### src/rtl/display_pkg.sv
// Shared constants for the multiplexed 7-segment display driver.
// Segment patterns are internal active-high, ordered {a,b,c,d,e,f,g}.
package display_pkg;

    localparam logic [6:0] SEG_0    = 7'b1111110;
    localparam logic [6:0] SEG_1    = 7'b0110000;
    localparam logic [6:0] SEG_2    = 7'b1101101;
    localparam logic [6:0] SEG_3    = 7'b1111001;
    localparam logic [6:0] SEG_4    = 7'b0110011;
    localparam logic [6:0] SEG_5    = 7'b1011011;
    localparam logic [6:0] SEG_6    = 7'b1011111;
    localparam logic [6:0] SEG_7    = 7'b1110000;
    localparam logic [6:0] SEG_8    = 7'b1111111;
    localparam logic [6:0] SEG_9    = 7'b1111011;
    localparam logic [6:0] SEG_DASH = 7'b0000001;
    localparam logic [6:0] SEG_OFF  = 7'b0000000;

    localparam logic [1:0] DIG_U = 2'd0;
    localparam logic [1:0] DIG_T = 2'd1;
    localparam logic [1:0] DIG_H = 2'd2;

    // Scan order units -> tens -> hundreds -> units.
    function automatic logic [1:0] next_digit(input logic [1:0] d);
        return (d == DIG_H) ? DIG_U : d + 2'd1;
    endfunction

endpackage

### src/rtl/bcd_to_7seg.sv
// Combinational BCD digit to internal active-high segment pattern.
// Non-decimal codes (10..15) decode to a dash.
module bcd_to_7seg
    import display_pkg::*;
(
    input  logic [3:0] code,
    output logic [6:0] pattern
);

    always_comb begin
        pattern = SEG_DASH;
        case (code)
            4'd0:    pattern = SEG_0;
            4'd1:    pattern = SEG_1;
            4'd2:    pattern = SEG_2;
            4'd3:    pattern = SEG_3;
            4'd4:    pattern = SEG_4;
            4'd5:    pattern = SEG_5;
            4'd6:    pattern = SEG_6;
            4'd7:    pattern = SEG_7;
            4'd8:    pattern = SEG_8;
            4'd9:    pattern = SEG_9;
            default: pattern = SEG_DASH;
        endcase
    end

endmodule

### src/rtl/bcd_display_mux.sv
// 3-digit multiplexed 7-segment driver: prescaler, digit scan, per-frame BCD latch,
// leading-zero blanking and pin polarity. Outputs are registered and change only on tick.
module bcd_display_mux
    import display_pkg::*;
#(
    parameter int DIV        = 1000,
    parameter int ACTIVE_LOW = 1,
    parameter int LZB        = 1
) (
    input  logic       clk,
    input  logic       rst_n,
    input  logic [9:0] dec,
    output logic [6:0] seg,
    output logic [2:0] an
);

    localparam int CW = (DIV > 1) ? $clog2(DIV) : 1;
    localparam logic [31:0] LAST = 32'(DIV - 1);
    localparam logic [6:0] SEG_IDLE = (ACTIVE_LOW != 0) ? 7'h7F : 7'h00;
    localparam logic [2:0] AN_IDLE  = (ACTIVE_LOW != 0) ? 3'b111 : 3'b000;

    logic [CW-1:0] cnt;
    logic [31:0]   cnt_wide;
    logic          tick;
    logic [1:0]    d;
    logic [1:0]    next_d;
    logic          frame_start;
    logic [9:0]    val;
    logic [9:0]    next_val;
    logic [1:0]    hun;
    logic [3:0]    ten;
    logic [3:0]    uni;
    logic [3:0]    dig_code;
    logic [6:0]    seg_raw;
    logic [6:0]    seg_int;
    logic [2:0]    an_int;
    logic          blank;
    logic [6:0]    seg_pin;
    logic [2:0]    an_pin;

    // Compare at 32 bits so DIV-1 is never truncated to the counter width.
    assign cnt_wide    = 32'(cnt);
    assign tick        = (cnt_wide == LAST);
    assign next_d      = next_digit(d);
    assign frame_start = tick && (d == DIG_H);
    assign next_val    = frame_start ? dec : val;

    assign hun = next_val[9:8];
    assign ten = next_val[7:4];
    assign uni = next_val[3:0];

    always_comb begin
        dig_code = uni;
        case (next_d)
            DIG_T:   dig_code = ten;
            DIG_H:   dig_code = {2'b00, hun};
            default: dig_code = uni;
        endcase
    end

    bcd_to_7seg u_dec (
        .code    (dig_code),
        .pattern (seg_raw)
    );

    // Dashes are non-zero, so a dashed hundreds keeps a zero tens digit visible.
    always_comb begin
        seg_int = seg_raw;
        blank   = 1'b0;
        case (next_d)
            DIG_H: begin
                if (hun == 2'd3) seg_int = SEG_DASH;
                blank = (LZB != 0) && (hun == 2'd0);
            end
            DIG_T: begin
                blank = (LZB != 0) && (hun == 2'd0) && (ten == 4'd0);
            end
            default: blank = 1'b0;
        endcase
        an_int = 3'b001 << next_d;
        if (blank) begin
            seg_int = SEG_OFF;
            an_int  = 3'b000;
        end
    end

    assign seg_pin = (ACTIVE_LOW != 0) ? ~seg_int : seg_int;
    assign an_pin  = (ACTIVE_LOW != 0) ? ~an_int  : an_int;

    always_ff @(posedge clk or negedge rst_n) begin
        if (!rst_n) begin
            cnt <= '0;
            d   <= DIG_H;
            val <= '0;
            seg <= SEG_IDLE;
            an  <= AN_IDLE;
        end else begin
            if (tick) begin
                cnt <= '0;
                d   <= next_d;
                val <= next_val;
                seg <= seg_pin;
                an  <= an_pin;
            end else begin
                cnt <= cnt + CW'(1);
            end
        end
    end

endmodule

### config.mk
export PLATFORM = sky130hd
export DESIGN_NAME = bcd_display_mux
export DESIGN_NICKNAME = d
export VERILOG_FILES = /design/src/rtl/display_pkg.sv /design/src/rtl/bcd_to_7seg.sv /design/src/rtl/bcd_display_mux.sv
export SDC_FILE = /design/constraint.sdc
export NUM_CORES = 1
export LEC_CHECK = 0
export ABC_AREA = 1
export CAP_MARGIN = 25
export CORE_MARGIN = 2
export CORE_UTILIZATION = 30
export DETAILED_ROUTE_END_ITERATION = 10
export SLEW_MARGIN = 20
export SYNTH_ARGS = -nofsm -noshare
export SYNTH_HDL_FRONTEND = slang
export SYNTH_SLANG_ARGS = --single-unit
### constraint.sdc
create_clock -name clk -period 3 [get_ports clk]
set_input_delay 0.3 -clock clk [delete_from_list [all_inputs] [get_ports clk]]
set_output_delay 0.3 -clock clk [all_outputs]
set_load 0.01 [all_outputs]
# --- Word level (Yosys, flattened, before mapping) ---
# Memory sizes are Yosys's and may differ from the RTL's.
# Index checks and enable logic that the tools add are counted.
word_totals:
  romBits: 112
  wordCells: 29
  register_bits: 32
  output_inout_bits: 10
  memories: 1
  in_bits: 12
memory_table:
  columns: ["name", "depth", "word_bits", "rd", "rd_ports_with_merged_regs", "wr", "line_no", "source"]
  rows:
  - ["(name not given)", 16, 7, 1, 0, 0, "bcd_to_7seg.sv:12", "case (code)"]
classes:
  n_reduce_logical: 4
  n_addsub: 2
  n_eq_ne: 5
  n_bitwise: 2
  mux: 9
  shift: 1
ops:
  columns: ["operator", "count"]
  rows:
  - ["two-way mux 7 bit", 3]
  - ["two-way mux 10 bit", 2]
  - ["adder 10 x 1 -> 10 bit (second input constant)", 1]
  - ["equality test 10 bit (second input constant)", 1]
  - ["one-hot mux 4 bit (2 select lines)", 1]
  - ["NOT 7 bit", 1]
  - ["equality test 2 bit (second input constant)", 3]
  - ["logical NOT 4 bit", 1]
  - ["two-way mux 3 bit", 1]
  - ["NOT 3 bit", 1]
  - ["left shift 1 x 2 -> 3 bit (first input constant)", 1]
  - ["adder 2 x 1 -> 2 bit (second input constant)", 1]
  - ["equality test 2 x 1 -> 1 bit (second input constant)", 1]
  - ["logical AND 1 bit", 2]
  - ["logical NOT 2 bit", 1]
  - ["two-way mux 2 bit", 1]
  - ["one-hot mux 1 bit (2 select lines)", 1]

# --- Longest topological paths before layout ---
# Gate-level depths: netlist of run 1.
# An unclocked memory read counts as a cell.
depth:
  word_depth: 9
  depth_mapped: 17
  ltp_nobuf: 17

# --- By module ---
# Synthesis of run 1 repeated with hierarchy kept, for this count alone.
hier_totals:
  hier_cells: 215
  area_unflattened_um2: 1791.7
by_module_without_submodules:
  columns: ["mod", "seq_area_each_um2", "area_per_inst_um2", "cells_each", "n_inst"]
  rows:
  - ["bcd_display_mux", 814.5, 1599.0, 179, 1]
  - ["bcd_to_7seg", 0.0, 192.7, 36, 1]

# --- Worst setup path before layout of run 1 ---
# OpenSTA, ideal clock, no wires.
synth_timing:
  kind: "reg2reg"
  from: "register d[1]"
  to: "register seg[3]"
  setup_ns: 0.077
  stages_incl_launch_ff: 15
  n_path_buf: 1
  period_less_slack_ns: 2.152
  arrival_ns: 2.076
  slack_ns: 0.848
  required_time_ns: 2.923
  path_cell_list: "dfstp_2 -> buf_6 -> inv_2 -> nor2_4 -> nand4_4 -> o21ai_2 -> nor2_1 -> nor2_2 -> inv_1 -> ha_1 -> nand3b_1 -> nand3_1 -> nand2_1 -> nor2_2 -> nor2_2"
synth_via:
  elab_chain_cells: 9
  elab_cells_between_ends: 18
  cone_classes: "add/sub: 1; eq/ne: 4; mux: 7; bitwise: 1; reduce/logical: 4; memory: 1"
synth_lines:
  columns: ["element", "line_no", "source"]
  rows:
  - ["start: declaration", "bcd_display_mux.sv:25", "logic [1:0] d;"]
  - ["start signal: assignment", "bcd_display_mux.sv:100", "d <= next_d;"]
  - ["adder 2 x 1 -> 2 bit or equality test 2 bit (tied branches)", "display_pkg.sv:24, bcd_display_mux.sv:45", null]
  - ["two-way mux 2 bit or logical AND 1 bit (tied branches)", "display_pkg.sv:24, bcd_display_mux.sv:45", null]
  - ["equality test 2 bit (tied with other cells)", "bcd_display_mux.sv:54, bcd_display_mux.sv:70", null]
  - ["one-hot mux 4 bit (2 select lines)", "bcd_display_mux.sv:54", "case (next_d)"]
  - ["memory read (16 x 7 bit)", null, null]
  - ["two-way mux 7 bit", "bcd_display_mux.sv:72", "if (hun == 2'd3) seg_int = SEG_DASH;"]
  - ["two-way mux 7 bit", "bcd_display_mux.sv:70", "case (next_d)"]
  - ["two-way mux 7 bit *", "bcd_display_mux.sv:81", "if (blank) begin"]
  - ["NOT 7 bit *", "bcd_display_mux.sv:87", "assign seg_pin = (ACTIVE_LOW != 0) ? ~seg_int : seg_int;"]
  - ["end signal: assignment", "bcd_display_mux.sv:102", "seg <= seg_pin;"]
  - ["end: declaration", "bcd_display_mux.sv:13", "output logic [6:0] seg,"]
# Every way passes the cells marked *; elsewhere a longest branch is shown, timed or not.
# A chain may end at the register's enable or synchronous reset.

# --- Worst setup path after layout of run 1 ---
layout_timing:
  from: "register cnt[0]"
  to: "register seg[6]"
layout_via:
  elab_chain_cells: 9
  elab_cells_between_ends: 14
  cone_classes: "eq/ne: 2; mux: 6; bitwise: 1; reduce/logical: 4; memory: 1"
layout_lines:
  columns: ["element", "line_no", "source"]
  rows:
  - ["start: declaration", "bcd_display_mux.sv:22", "logic [CW-1:0] cnt;"]
  - ["start signal: assignment", "bcd_display_mux.sv:105", "cnt <= cnt + CW'(1);"]
  - ["equality test 10 bit *", "bcd_display_mux.sv:43", "assign tick = (cnt_wide == LAST);"]
  - ["logical AND 1 bit", "bcd_display_mux.sv:45", "assign frame_start = tick && (d == DIG_H);"]
  - ["two-way mux 10 bit", "bcd_display_mux.sv:46", "assign next_val = frame_start ? dec : val;"]
  - ["one-hot mux 4 bit (2 select lines)", "bcd_display_mux.sv:54", null]
  - ["memory read (16 x 7 bit)", null, null]
  - ["two-way mux 7 bit", "bcd_display_mux.sv:72", null]
  - ["two-way mux 7 bit", "bcd_display_mux.sv:70", null]
  - ["two-way mux 7 bit", "bcd_display_mux.sv:81", null]
  - ["NOT 7 bit", "bcd_display_mux.sv:87", null]
# Marks and branches as above.

==> Implementation_results.wiki, run 1 <==
{| class="wikitable"
! Metric !! Value
|-
| Utilization after layout || 37.30%
|-
| DRT Pass-1 Iters || 4
|-
| Synth top area share || 26.45%
|-
| Top post-synthesis cells by area || dfrtp_1, dfstp_2, nand2_1
|-
| Half-perimeter wire length after detailed placement || 3211 um
|-
| Detailed-route DRC error count || 0
|-
| First-pass GRT wire length || 7610 um
|-
| Number of buffers inserted during clock tree synthesis || 5
|-
| Wirelength, routed || 4295 um
|-
| Final min period || 2.408 ns
|-
| Avg Inst Size Synth || 8.177 sq um
|-
| Total power divided by cell area || 365.1 nW/um^2
|-
| Crit share post-route || 80.27%
|-
| Antenna violations before repair || 0
|-
| Most frequent cells in the layout || nand2_1, inv_1, nor2_1
|-
| Remaining number of nets flagged by the antenna check after routing || 0
|-
| Seq/Total Area, Yosys || 40.99%
|-
| Bufs on Longest Clock Path || 2
|-
| Via count of the first global-routing pass || 1657
|-
| Max-cap violations || 0
|-
| Horizontal extent of the die || 85.38 um
|-
| Initial standard-cell utilization of the core || 31.11%
|-
| Max H-tree Level || 2
|-
| Number of warning messages in the yosys log || 0
|-
| Die H || 85.38 um
|-
| Pin count of the biggest net entering global routing || 33
|-
| Critical-path cell with the highest stage delay || dfrtp_1
|-
| Flip-flop and latch count after synthesis || 32
|-
| Mean number of vias per cell || 4.592
|-
| Most common cell after layout, fill and taps aside || nand2_1
|-
| Post-synthesis instance area || 1987 sq um
|-
| Clock tree from TritonCTS || done
|-
| Overall global routing resource usage || 13.23%
|-
| Clk pin slew, worst setup/hold paths || 0.07 ns
|-
| Highest net fanout along the worst path || 7
|-
| Cts hold-fix bufs || 0
|-
| Floorplan die area || 7290 sq um
|-
| Ant diodes || 0
|-
| Worst Path Arrival || 2.63 ns
|-
| Area growth from synthesis to layout || 19.90%
|-
| Routed wire length per instance || 12.34 um
|-
| Setup violators final || 0
|-
| Remaining global-route overflow || 0
|-
| Max rail drop VDD || 0.1980 mV
|-
| Non-filler cells in the finished layout || 348
|-
| Final net count || 288
|-
| Later-pin clock latency in the skew report || 0.28 ns
|-
| Clk_skew || 0.004988 ns
|-
| Min-delay worst type || in2async
|-
| Slew headroom || 69.34%
|-
| DRC violation total after the first TritonRoute iteration || 47
|-
| Outcome || finished clean
|-
| Critical path's most frequent cell || nor2_2
|-
| Leakage power total || 1.183 nW
|-
| Worst setup path class || reg2reg
|-
| Final number of hold-violating endpoints || 0
|-
| Number of post-CTS setup repair buffers || 0
|-
| Dpl ws || 0.6123 ns
|-
| Least setup slack across all paths after layout || 0.5919 ns
|-
| Count of mapped cells out of synthesis || 243
|-
| Site row count || 29
|-
| Max Clk Rate || 0.4153 GHz
|-
| Routed via count || 1598
|-
| Nets in the synthesized netlist || 261
|-
| Slew Limit Fails || 0
|-
| Post-synth top area cell || dfrtp_1
|-
| IO Pins || 22
|-
| Actual transition at the worst max-transition pin || 0.4583 ns
|-
| Element type at the critical path start || register
|-
| Standard cell core area || 6386 sq um
|-
| Final GP Congestion || 0.8807
|-
| Sink count of the clock tree || 32
|-
| Total negative setup slack || 0 ns
|-
| CP peak stage delay || 0.37 ns
|-
| List of cells traversed by the critical path || ha_1 > nand2_2 > nor2_2 > nand4_4 > o21ai_2 > nor2_1 > nor2_2 > inv_1 > ha_1 > nand3b_1 > nand3_1 > nand2_1 > nor2_2 > nor2_2
|-
| Number of buffer cells added on primary ports || 21
|-
| Gates resized, CTS repair || 0
|-
| Total placed cells including tap cells || 340
|-
| Required time reported for the critical path endpoint || 3.22 ns
|-
| Layout cells sized above 1 || 22.51%
|-
| Critical Path End Type || register
|-
| Clk root buf || clkbuf_8
|-
| Unrepaired setup endpoints after global routing || no
|-
| Number of different library cells in the post-synthesis netlist || 35
|}
==> path summary, 6_finish.rpt <==
kind	endpoint	depth (start not counted)	slack [ns]	startpoint
worst min register to register	cnt[0]	1	0.46	cnt[0]
worst min-delay path	cnt[5]	2	0.42	rst_n
worst max register to register	seg[6]	14	0.59	cnt[0]
max in group asynchronous	seg[1]	2	2.25	rst_n
worst max-delay path	seg[6]	14	0.59	cnt[0]
min in group clk	cnt[0]	1	0.46	cnt[0]
==> synthesized netlist by cell type, drive strengths merged <==
library cell / count
dfstp: 11
nand4: 8
nand3b: 1
a21oi: 7
ha: 6
inv: 37
xor2: 1
dfrtp: 21
buf: 3
o21ai: 5
nor4: 1
a31oi: 1
nand2: 59
nand3: 29
clkinv: 1
and3: 1
nor2: 42
nor3: 4
clkbuf: 1
a41oi: 1
and2: 3
==> stage by stage <==
step / hold slack, ns / cell area [sq um] / power, mW
2_1_floorplan: 0.004409 / 1987 / 0.4411
3_3_place_gp: 0.4569 / 2275 / 0.4673
3_5_place_dp: 0.4576 / 2275 / 0.4675
4_1_cts: 0.4296 / 2382 / 0.8880
5_1_grt: 0.4641 / 2382 / 0.9056
6_report: 0.4180 / 2382 / 0.8697
==> flip-flops by register name (all words and copies together) (netlist names) <==
signal	cells
val	10
an	3
cnt	10
d	2
seg	7
==> layout make-up <==
type,count,area (sq um)
Clock buffer,6,72.57
Clock inverter,2,35.03
Tap cell,77,96.34
Fill cell,679,4004
Sequential cell,32,814.5
Multi-Input combinational cell,169,985.9
Timing Repair Buffer,24,232.7
Inverter,38,145.1
==> metal layers <==
layer / track usage (%) / wire (um) / vias up
met4: 5.195 / 63 / 0
met5: 0 / 0 / -
met2: 22.02 / 2056 / 36
met1: 16.42 / 1988 / 737
li1: - / - / 818
met3: 3.307 / 187 / 7
==> where the power goes <==
part	switching [mW]	internal, mW
clock	0.165	0.246
combinational	0.0128	0.0139
sequential	0	0.432
==> logic make-up (layout without fill, tap and decap cells) <==
logic type | after synthesis | after routing | synth area share [%]
simple gates | 148 | 148 | 41.44
buf+inv | 42 | 70 | 9.382
flops | 32 | 32 | 40.99
compound gates | 14 | 14 | 3.967
fa+ha+maj | 6 | 6 | 3.778
xor+xnor | 1 | 1 | 0.4409
==> worst max-delay path, delay by kind of cell, from the launching register on <==
kind | cells | cell delay [ns]
and+or+nand+nor | 10 | 1.25
buffers and inverters | 1 | 0.09
AOI/OAI and AO/OA | 1 | 0.22
DFF | 1 | 0.37
adders and majority gates | 2 | 0.41
(Power assumes the default switching activity.)
==> run 2: changes to the inputs <==
Clock period 3 ns to 2.3 ns, I/O delays scaled along.
==> run 2 against run 1 <==
Net effect:
- utilization rose by 4.0 points
- cell count grew 6.0%
- largest power group unchanged
- wire length increased by 6.7%
- count of clock-buffer cells in the layout stayed put
- first-iteration DRC count is 28% higher
==> Implementation_results.wiki, run 2 (synthesis gave the netlist of run 1 again) <==
{| class="wikitable"
! Metric !! Value
|-
| Remaining number of nets flagged by the antenna check after routing || 0 (unchanged)
|-
| Depth of the critical timing path with buffers and inverters included || 13 (was 14)
|-
| Die H || 85.38 um (unchanged)
|-
| Mean number of vias per cell || 4.558 (was 4.592)
|-
| Max-cap violations || 0 (unchanged)
|-
| Actual transition at the worst max-transition pin || 0.4105 ns (was 0.4583 ns)
|-
| Overall global routing resource usage || 13.30% (was 13.23%)
|-
| Number of buffer cells added on primary ports || 21 (unchanged)
|-
| Critical path's most frequent cell || nor2_4 (was nor2_2)
|-
| Required time reported for the critical path endpoint || 2.52 ns (was 3.22 ns)
|-
| Via count of the first global-routing pass || 1636 (was 1657)
|-
| Site row count || 29 (unchanged)
|-
| Ant diodes || 0 (unchanged)
|-
| Leakage power total || 1.308 nW (was 1.183 nW)
|-
| Fin area || 2636 sq um (was 2382 sq um)
|-
| Total power divided by cell area || 431.9 nW/um^2 (was 365.1 nW/um^2)
|-
| Hold_ws || 0.3452 ns (was 0.4180 ns)
|-
| Highest net fanout along the worst path || 7 (unchanged)
|-
| Slew headroom || 72.63% (was 69.34%)
|-
| List of cells traversed by the critical path || inv_2 > nor2_4 > nand4_4 > o21ai_4 > nor2_4 > nor2_4 > inv_2 > ha_2 > nand3b_1 > nand3_1 > nand2_1 > nor2_2 > nor2_2 (was ha_1 > nand2_2 > nor2_2 > nand4_4 > o21ai_2 > nor2_1 > nor2_2 > inv_1 > ha_1 > nand3b_1 > nand3_1 > nand2_1 > nor2_2 > nor2_2)
|-
| Number of buffers inserted during clock tree synthesis || 5 (unchanged)
|-
| Worst setup path class || reg2reg (unchanged)
|-
| Largest registers || cnt x10, val x10, seg x7 (unchanged)
|-
| Max rail drop VDD || 0.2190 mV (was 0.1980 mV)
|-
| Bufs on Longest Clock Path || 2 (unchanged)
|-
| Worst Path Arrival || 2.39 ns (was 2.63 ns)
|-
| Least setup slack across all paths after layout || 0.1360 ns (was 0.5919 ns)
|-
| Max Clk Rate || 0.4621 GHz (was 0.4153 GHz)
|-
| Min-delay worst type || in2async (unchanged)
|-
| Floorplan die area || 7290 sq um (unchanged)
|-
| First-pass GRT wire length || 7610 um (unchanged)
|-
| Critical Path End Type || register (unchanged)
|-
| Clock tree from TritonCTS || done (unchanged)
|-
| Dpl ws || 0.008300 ns (was 0.6123 ns)
|-
| Final Power || 1.139 mW (was 0.8697 mW)
|-
| Element type at the critical path start || register (unchanged)
|-
| Max H-tree Level || 2 (unchanged)
|-
| Final net count || 309 (was 288)
|-
| FILL cells || 674 (was 679)
|-
| Slew Limit Fails || 0 (unchanged)
|-
| Remaining global-route overflow || 0 (unchanged)
|-
| Routed wire length per instance || 12.42 um (was 12.34 um)
|-
| Final number of hold-violating endpoints || 0 (unchanged)
|-
| Half-perimeter wire length after detailed placement || 3245 um (was 3211 um)
|-
| Sink count of the clock tree || 32 (unchanged)
|-
| Critical-path cell with the highest stage delay || dfstp_2 (was dfrtp_1)
|-
| Crit share post-route || 94.08% (was 80.27%)
|-
| Area growth from synthesis to layout || 32.68% (was 19.90%)
|-
| DRT Pass-1 Iters || 4 (unchanged)
|-
| Outcome || finished clean (unchanged)
|-
| Initial standard-cell utilization of the core || 31.11% (unchanged)
|-
| Clk pin slew, worst setup/hold paths || 0.07 ns (about the same)
|-
| Depth of the most critical reg-to-reg path || 13 (was 14)
|-
| Most frequent cells in the layout || nand2_1, inv_1, nor2_1 (unchanged)
|-
| Worst-case register-to-register setup slack || 0.14 ns (was 0.59 ns)
|-
| Final min period || 2.164 ns (was 2.408 ns)
|-
| Detailed-route DRC error count || 0 (unchanged)
|-
| Later-pin clock latency in the skew report || 0.29 ns (was 0.28 ns)
|-
| IO Pins || 22 (unchanged)
|-
| CP peak stage delay || 0.54 ns (was 0.37 ns)
|-
| Clk_skew || 0.008381 ns (was 0.004988 ns)
|-
| Antenna violations before repair || 0 (unchanged)
|-
| Standard cell core area || 6386 sq um (unchanged)
|-
| Most common cell after layout, fill and taps aside || nand2_1 (unchanged)
|-
| Clk root buf || clkbuf_8 (unchanged)
|-
| Utilization after layout || 41.28% (was 37.30%)
|-
| DRC violation total after the first TritonRoute iteration || 60 (was 47)
|-
| Crit-path leading delay family || simple AND/OR/NAND/NOR gates (unchanged)
|-
| Horizontal extent of the die || 85.38 um (unchanged)
|-
| Routed via count || 1682 (was 1598)
|-
| Wirelength, routed || 4582 um (was 4295 um)
|-
| Placed cell area || 2355 sq um (was 2275 sq um)
|-
| Layout cells sized above 1 || 32.19% (was 22.51%)
|-
| Cts hold-fix bufs || 0 (unchanged)
|-
| Unrepaired setup endpoints after global routing || yes (was no)
|-
| Setup violators final || 0 (unchanged)
|-
| Final GP Congestion || 0.8487 (was 0.8807)
|-
| Pin count of the biggest net entering global routing || 33 (unchanged)
|-
| Count of buffer and inverter cells on the critical path || 2 (was 1)
|}
[run 2: worst reg2reg max path, cell delays in order (launching register included)]
cell	delay, ns
dfstp_2	0.54
inv_2	0.05
nor2_4	0.20
nand4_4	0.20
o21ai_4	0.22
nor2_4	0.06
nor2_4	0.15
inv_2	0.05
ha_2	0.16
nand3b_1	0.17
nand3_1	0.08
nand2_1	0.07
nor2_2	0.10
nor2_2	0.04
[run 2: worst paths after layout]
check,start,to
max in group asynchronous,rst_n,seg[1]
worst max-delay path,d[1],seg[6]
worst max register to register,d[1],seg[6]
worst min-delay path,rst_n,cnt[3]
worst min register to register,seg[2],seg[2]
min in group clk,seg[2],seg[2]
[run 2: area by class of cell]
cell class / count / area (sq um) / area share [%]
Clock buffer: 6 / 72.57 / 2.753
Clock inverter: 2 / 35.03 / 1.329
Inverter: 38 / 145.1 / 5.505
Multi-Input combinational cell: 169 / 1062 / 40.29
Sequential cell: 32 / 814.5 / 30.90
Tap cell: 77 / 96.34 / 3.654
Timing Repair Buffer: 45 / 410.4 / 15.57
[run 2: metal layers]
layer / up-vias / track usage, % / share of wire (%)
met5: - / 0 / 0
met4: 0 / 3.896 / 1.2
met3: 6 / 3.502 / 2.8
met2: 20 / 21.66 / 49
met1: 792 / 17.35 / 47
li1: 864 / - / -
[run 2: report_power, final]
part	leakage [nW]	switching (mW)	internal (mW)
Combinational	0.890	0.0170	0.0182
Sequential	0.363	0	0.564
Clock	0.0552	0.219	0.321
Total	1.31	0.236	0.903
[run 2: repair_timing]
action / in CTS / in global routing
pin swaps: 1 / 16
endpoints found under the setup margin: 2 / 7
hold endpoints to repair: 0 / 0
resized for setup: 1 / 20
buffers inserted: 0 / 12
cloned: 0 / 0
[run 2: per-stage QoR]
step,setup TNS [ns],instances
floorplan,0,243
global placement,0,349
detailed placement,0,349
CTS,0,357
global route,-0.1084,369
finish,0,369
